File: src/rtl/elastic_pipeline.sv
`default_nettype none
// +--------------------------------------------------------------------------+
// | elastic_pipeline: DEPTH-stage valid/ready register pipeline with bubble  |
// | collapse and flush. Optional ELASTIC_PIPELINE_OCCUPANCY_EN adds          |
// | occupancy_o/empty_o.                                     Revision: 1.0   |
// +--------------------------------------------------------------------------+
module elastic_pipeline #(
  parameter int WIDTH = 5,
  parameter int DEPTH = 5
) (
  input  logic                       clk_i,
  input  logic                       reset_i,
  input  logic [WIDTH-1:0]           input_val,
  input  logic                       pipe_in_valid,
  output logic                       pipe_in_rdy,
  output logic [WIDTH-1:0]           output_val,
  output logic                       pipe_out_valid,
  input  logic                       pipe_out_rdy,
  input  logic                       flush_i
`ifdef ELASTIC_PIPELINE_OCCUPANCY_EN
  ,
  output logic [$clog2(DEPTH+1)-1:0] occupancy_o,
  output logic                       empty_o
`endif
);

  logic [WIDTH-1:0] q_q [DEPTH];
  logic [WIDTH-1:0] q_d [DEPTH];
  logic [DEPTH-1:0] v_q;
  logic [DEPTH-1:0] v_d;
  logic [DEPTH-1:0] adv;
  logic             tail_full;
  logic             in_xfer;
  logic             out_xfer;

  // A stage may advance unless it and every stage after it is full while the
  // output is stalled; the running AND keeps the ready chain free of loops.
  always_comb begin
    tail_full = 1'b1;
    adv       = '0;
    for (int k = DEPTH - 1; k >= 0; k--) begin
      tail_full = tail_full & v_q[k];
      adv[k]    = ~tail_full | pipe_out_rdy;
    end
  end

  assign pipe_in_rdy    = adv[0] & ~flush_i & ~reset_i;
  assign in_xfer        = pipe_in_valid & pipe_in_rdy;
  assign pipe_out_valid = v_q[DEPTH-1] & ~flush_i;
  assign out_xfer       = pipe_out_valid & pipe_out_rdy;
  assign output_val     = q_q[DEPTH-1];

  always_comb begin
    q_d = q_q;
    v_d = v_q;
    if (adv[0]) begin
      q_d[0] = input_val;
      v_d[0] = in_xfer;
    end
    for (int k = 1; k < DEPTH; k++) begin
      if (adv[k]) begin
        q_d[k] = q_q[k-1];
        v_d[k] = v_q[k-1];
      end
    end
    if (flush_i) begin
      v_d = '0;
    end
  end

  always_ff @(posedge clk_i or posedge reset_i) begin
    if (reset_i) begin
      v_q <= '0;
      for (int k = 0; k < DEPTH; k++) begin
        q_q[k] <= '0;
      end
    end else begin
      v_q <= v_d;
      q_q <= q_d;
    end
  end

`ifdef ELASTIC_PIPELINE_OCCUPANCY_EN
  localparam int OCC_W = $clog2(DEPTH + 1);

  logic [OCC_W-1:0] occ_q;
  logic [OCC_W-1:0] occ_d;

  always_comb begin
    occ_d = occ_q;
    if (flush_i) begin
      occ_d = '0;
    end else if (in_xfer && !out_xfer) begin
      occ_d = occ_q + OCC_W'(1);
    end else if (out_xfer && !in_xfer) begin
      occ_d = occ_q - OCC_W'(1);
    end
  end

  always_ff @(posedge clk_i or posedge reset_i) begin
    if (reset_i) begin
      occ_q <= '0;
    end else begin
      occ_q <= occ_d;
    end
  end

  assign occupancy_o = occ_q;
  assign empty_o     = (occ_q == '0);
`endif

endmodule
`default_nettype wire

File: config.mk
export PLATFORM = sky130hd
export DESIGN_NAME = elastic_pipeline
export DESIGN_NICKNAME = d
export VERILOG_FILES = /design/src/rtl/elastic_pipeline.sv
export SDC_FILE = /design/constraint.sdc
export NUM_CORES = 1
export LEC_CHECK = 0
export CORE_ASPECT_RATIO = 2
export CORE_MARGIN = 2
export CORE_UTILIZATION = 45
export CTS_CLUSTER_SIZE = 40
export DETAILED_ROUTE_END_ITERATION = 12
export GPL_TIMING_DRIVEN = 1
export PLACE_DENSITY = 0.75
export RECOVER_POWER = 100
export SYNTH_ARGS = -nofsm -noshare
export SYNTH_HDL_FRONTEND = slang
export SYNTH_SLANG_ARGS = --single-unit
File: constraint.sdc
create_clock -name clk_i -period 2 [get_ports clk_i]
set_clock_uncertainty 0.2 [all_clocks]
set_input_delay 0.4 -clock clk_i [delete_from_list [all_inputs] [get_ports clk_i]]
set_output_delay 0.4 -clock clk_i [all_outputs]
set_load 0.02 [all_outputs]
==> After elaboration in Yosys (flattened, before gate mapping) <==
Index checks and enable logic that the tools add are counted.
{ "totals": {"ff_bits": 30, "output_inout_bits": 7} }
{ "op_classes": {"muxes": 6, "n_reduce_logical": 5, "bitwise": 20} }
{ "op_table": {"columns": ["cell", "n"], "rows": [
  ["$reduce_bool 2->1", 5],
  ["$and 1x1->1", 8],
  ["$not 1->1", 7],
  ["$mux 1", 5],
  ["$mux 5", 1],
  ["$or 1x1->1", 5]
]} }

==> Depth between registers and ports, before layout <==
{ "depth": {"word_depth": 11, "mapped_depth": 4, "ltp_nobuf": 3} }

==> Worst setup path before layout <==
Ideal clock, no wire load.
{ "synth_timing": {"path_kind": "register to output", "from": "register v_q[3]", "to": "output port pipe_in_rdy", "path_stages_with_launch": 4, "setup_slack_ns": 0.274, "t_arrival_ns": 1.126, "cell_sequence": "dfrtp_1 nand4b_4 nor2_4 nor3_1"} }
{ "synth_via": {"elab_chain_cells": 8} }
{ "synth_rtl": {"columns": ["item", "line_no", "source"], "rows": [
  ["start: declaration", "29", "logic [DEPTH-1:0] v_q;"],
  ["start signal: assignment", "78", "v_q <= v_d;"],
  ["$and 1x1->1 (4 in series)", "42", "tail_full = tail_full & v_q[k];"],
  ["$not 1->1", "43", "adv[k] = ~tail_full | pipe_out_rdy;"],
  ["$or 1x1->1", "43", null],
  ["$and 1x1->1 (2 in series)", "47", "assign pipe_in_rdy = adv[0] & ~flush_i & ~reset_i;"],
  ["end: declaration", "15", "output logic pipe_in_rdy,"]
]} }
No other way between the ends.

==> Worst setup path after layout <==
{ "layout_timing": {"from": "register q_q, in the netlist output_val[3]", "to": "output port output_val[3]"} }
{ "layout_rtl": {"columns": ["item", "line_no", "source"], "rows": [
  ["start: declaration", "27", "logic [WIDTH-1:0] q_q [DEPTH];"],
  ["start signal: assignment", "79", "q_q <= q_d;"],
  ["end: declaration", "16", "output logic [WIDTH-1:0] output_val,"]
]} }
No word-level cell between the ends.

==> tab_implementation.tex <==
\begin{tabular}{lr}
\hline
Metric & Value \\
\hline
\multicolumn{2}{l}{\textbf{CTS}} \\
\quad CTS max path bufs & 2 \\
\quad CTS clk-pin slew, worst paths & around 0.060 ns \\
\quad Buffers inserted by post-CTS timing repair & 0 \\
\quad Clock root buffer master & sky130\_fd\_sc\_hd\_\_clkbuf\_8 \\
\quad Clock Sinks & 30 \\
\quad Clock insertion delay at the later pin of the skew report & around 0.28 ns \\
\quad Number of H-tree levels & 2 \\
\quad Count of hold buffers inserted by post-cts repair & 0 \\
\quad TritonCTS clock tree & done \\
\quad Number of CTS-inserted buffers & 5 \\
\quad Post-cts gate resize count & 7 \\
\multicolumn{2}{l}{\textbf{Global route}} \\
\quad Vias in the first global route & 683 \\
\quad Remaining Overflow, GRT & 0 \\
\quad Initial antenna violation count & 0 \\
\quad Global-route wire length before repair & a little over 3 mm \\
\quad Global routing usage summed across all routing layers & about 15\% \\
\quad Global routing met2 resource utilization & 22.81\% \\
\quad GRT met1 Usage & 15.94\% \\
\quad Maximum number of pins on one net before global-route repair & 31 \\
\quad Met3 Track Usage GR & 6.857\% \\
\quad Routing layer with the top usage in global route & met2 \\
\multicolumn{2}{l}{\textbf{Worst setup path}} \\
\quad Source of the critical timing path & output\_val[3] \\
\quad Startpoint of the lowest-slack register-to-register path & v\_q[4] \\
\quad Cell with the biggest individual delay on the critical path & sky130\_fd\_sc\_hd\_\_dlygate4sd3\_1 \\
\quad Kind of critical path & flip-flop to primary output \\
\quad Worst-path fanout max & 2 \\
\quad Ordered list of cells on the worst path & dlygate4sd3\_1 \\
\quad Cell class contributing the biggest share of worst-path delay & buffers and inverters \\
\quad WP data arrival & 1.30 ns \\
\quad Number of cells on the worst reg-to-reg path & 4 \\
\quad Endpoint required time on the critical path & 1.40 ns \\
\quad Depth of the critical timing path with buffers and inverters included & 1 \\
\quad Sort of element at the end of the critical path & primary output \\
\quad Combined buffer and inverter count along the critical path & 1 \\
\quad Maximum cell stage delay along the critical path & 0.65 ns \\
\quad Setup crit start kind & flip-flop \\
\multicolumn{2}{l}{\textbf{Logic synthesis}} \\
\quad Synthesized flop and latch total & 30 \\
\quad Count of different cell masters after synthesis & 15 \\
\quad Synth Warn \# & 0 \\
\quad Synthesized instance count & 79 \\
\quad Library cell occupying the most area in the post-synthesis netlist & sky130\_fd\_sc\_hd\_\_dfrtp\_1 \\
\quad Cells taking the most area after synthesis & sky130\_fd\_sc\_hd\_\_dfrtp\_1, sky130\_fd\_sc\_hd\_\_mux2\_2, sky130\_fd\_sc\_hd\_\_buf\_4 \\
\quad Synthesized Nets & 89 \\
\quad Sequential-to-total area share from yosys stat & 61.41\% \\
\quad Synthesized area per cell & about 15 um\^{}2 \\
\quad Area share of the largest cell type after synthesis & 61.41\% \\
\quad Mapped cell area & 1222 um\^{}2 \\
\multicolumn{2}{l}{\textbf{Layout}} \\
\quad Layout Nets & 114 \\
\quad Area of the multi-input gates & between 300 and 400 um\^{}2 \\
\quad Fillers & 226 \\
\quad Sequential standard cell area & roughly 750 um\^{}2 \\
\quad Layout overhead on the synthesized area & 21.39\% \\
\quad Post-Route Utilization & 57.74\% \\
\quad Antenna diodes & 0 \\
\quad Share of layout cells above drive strength 1 & slightly below 40\% \\
\multicolumn{2}{l}{\textbf{Timing}} \\
\quad Post-route clock period utilization & 95.02\% \\
\quad Number of hold violations in the final report & 0 \\
\quad Final worst hold slack & 0.2952 ns \\
\quad Unrepaired setup endpoints after global routing & no \\
\quad Tightest Pin Transition & 0.7197 ns \\
\quad Max-slew headroom at the worst pin & 52.02\% \\
\quad Number of setup violations in the final report & 0 \\
\quad Fmax & 526.2 MHz \\
\quad Setup Total Neg Slack & 0 ns \\
\quad Final max-slew violation count & 0 \\
\quad Post-route minimum period & 1.900 ns \\
\multicolumn{2}{l}{\textbf{Floorplanning}} \\
\quad Core Region & 2570 um\^{}2 \\
\quad Number of top-level design ports & 17 \\
\quad Number of cell rows & 26 \\
\quad Die area & 3175 um\^{}2 \\
\quad Die width & 40.86 um \\
\quad Effective utilization at floorplan & 47.57\% \\
\quad DIE HEIGHT & a little under 80 um \\
\multicolumn{2}{l}{\textbf{Route}} \\
\quad Final routed wirelength across all metal layers & 1.824 mm \\
\quad Detailed-route via count & 671 \\
\quad Vias per Instance & 5.045 \\
\quad Number of search-and-repair iterations in the first detailed-routing pass & 2 \\
\quad Routed wire per std cell & 13.71 um \\
\quad Residual DRC count & 0 \\
\quad Number of nets with antenna violations after routing & 0 \\
\quad DRC marker count from the first detailed-route iteration & 1 \\
\multicolumn{2}{l}{\textbf{Placement}} \\
\quad Number of port buffers & 16 \\
\quad Total half-perimeter wirelength after legalization and detailed placement & 1.427 mm \\
\quad Gp weighted congestion & 0.7171 \\
\multicolumn{2}{l}{\textbf{Min path}} \\
\quad Cells on Worst Hold Path & 1 \\
\quad Class of the tightest hold or removal check & flip-flop to flip-flop \\
\quad Startpoint of the most critical hold path & q\_q[17] \\
\multicolumn{2}{l}{\textbf{Power and ir drop}} \\
\quad Peak supply drop & 0.9196 mV \\
\quad P\_leak & 0.6626 nW \\
\quad Total power divided by cell area & 886.8 nW/um\^{}2 \\
\multicolumn{2}{l}{\textbf{Job}} \\
\quad Number of maximum-capacitance constraint violations & 0 \\
\multicolumn{2}{l}{\textbf{Outcome}} \\
\quad Run status & complete, no violations \\
\hline
\end{tabular}
==> sequential cells by signal, summed over array words and instances (netlist names) <==
name and cells:
v_q 5, output_val 5, q_q 20
==> final cells by class <==
cell class / count / area share, %
sequential: 30 / 50.59
multi-input combinational: 40 / 26.64
timing repair buffer: 24 / 12.31
clock buffer: 5 / 4.637
clock inverter: 3 / 2.698
tap: 28 / 2.361
inverter: 3 / 0.7589
==> Yosys cell counts <==
master / instances
sky130_fd_sc_hd__dfrtp_1: 30
sky130_fd_sc_hd__mux2_2: 25
sky130_fd_sc_hd__buf_4: 5
sky130_fd_sc_hd__inv_1: 3
sky130_fd_sc_hd__nor2b_1: 3
sky130_fd_sc_hd__a21oi_1: 2
sky130_fd_sc_hd__nor2_1: 2
sky130_fd_sc_hd__o21ba_2: 2
sky130_fd_sc_hd__buf_2: 1
sky130_fd_sc_hd__nand2_1: 1
sky130_fd_sc_hd__nand3b_4: 1
sky130_fd_sc_hd__nand4b_4: 1
sky130_fd_sc_hd__nor2_4: 1
sky130_fd_sc_hd__nor3_1: 1
sky130_fd_sc_hd__nor3_4: 1
==> stage by stage <==
| stage | power (W) | area (um^2) | instances | setup WS (ns) |
|---|---|---|---|---|
| 3_5_place_dp | 0.0007512 | 1435 | 125 | -0.4862 |
| 5_1_grt | 0.001377 | 1484 | 133 | 0.04972 |
| 4_1_cts | 0.001337 | 1536 | 133 | 0.04162 |
| 3_3_place_gp | 0.0007455 | 1435 | 125 | -0.4764 |
| 6_report | 0.001316 | 1484 | 133 | 0.09968 |
| 2_1_floorplan | 0.0007110 | 1222 | 79 | 0.2742 |
==> layout by cell type (no fill, tap or decap) <==
master	n
sky130_fd_sc_hd__a21oi_1	2
sky130_fd_sc_hd__buf_4	1
sky130_fd_sc_hd__bufinv_16	1
sky130_fd_sc_hd__clkbuf_1	7
sky130_fd_sc_hd__clkbuf_2	2
sky130_fd_sc_hd__clkbuf_8	5
sky130_fd_sc_hd__clkdlybuf4s50_1	9
sky130_fd_sc_hd__clkinv_2	2
sky130_fd_sc_hd__dfrtp_1	30
sky130_fd_sc_hd__dlygate4sd2_1	1
sky130_fd_sc_hd__dlygate4sd3_1	4
sky130_fd_sc_hd__inv_1	3
sky130_fd_sc_hd__mux2_2	25
sky130_fd_sc_hd__nand2_1	1
sky130_fd_sc_hd__nand3b_2	1
sky130_fd_sc_hd__nand4b_4	1
sky130_fd_sc_hd__nor2_1	3
sky130_fd_sc_hd__nor2b_1	3
sky130_fd_sc_hd__nor3_1	1
sky130_fd_sc_hd__nor3_2	1
sky130_fd_sc_hd__o21ba_2	2
==> power breakdown <==
part / internal [W] / leakage, nW / switching, W
Sequential: 0.000635 / 0.360 / 0.0000128
Combinational: 0.0000480 / 0.244 / 0.0000354
Clock: 0.000366 / 0.0579 / 0.000219
==> worst reg2reg max path: stages, from the launching register on <==
cell and delay [ns]:
sky130_fd_sc_hd__dfrtp_1 0.38, sky130_fd_sc_hd__clkbuf_1 0.17, sky130_fd_sc_hd__nand3b_2 0.12, sky130_fd_sc_hd__nor3_2 0.38, sky130_fd_sc_hd__mux2_2 0.40
==> cell families (layout without fill, tap and decap cells) <==
family | count (synthesis) | after routing | share of synthesized area, %
AO/OA/AOI/OAI | 4 | 4 | 2.457
buffers and inverters | 9 | 35 | 4.401
flip-flops | 30 | 30 | 61.41
multiplexers | 25 | 25 | 23.03
AND/OR/NAND/NOR | 11 | 11 | 8.700
==> layer usage <==
layer  vias to the layer above  wire [um]  share of wire (%)
met4                         0         53                2.9
met3                         5         66                3.6
met2                        14       1050                 58
met1                       337        654                 36
li1                        315          -                  -
met5                         -          0                  0
==> path summary, 6_finish.rpt <==
path                                 end  slack (ns)
hold reg to reg                  q_q[12]        0.30
setup reg to reg                 q_q[16]        0.24
max in group asynchronous        q_q[20]        0.65
min in group asynchronous  output_val[3]        0.48
setup / recovery           output_val[3]         0.1
hold / removal                   q_q[12]        0.30
Note: power is estimated with default switching activity, not from simulation.
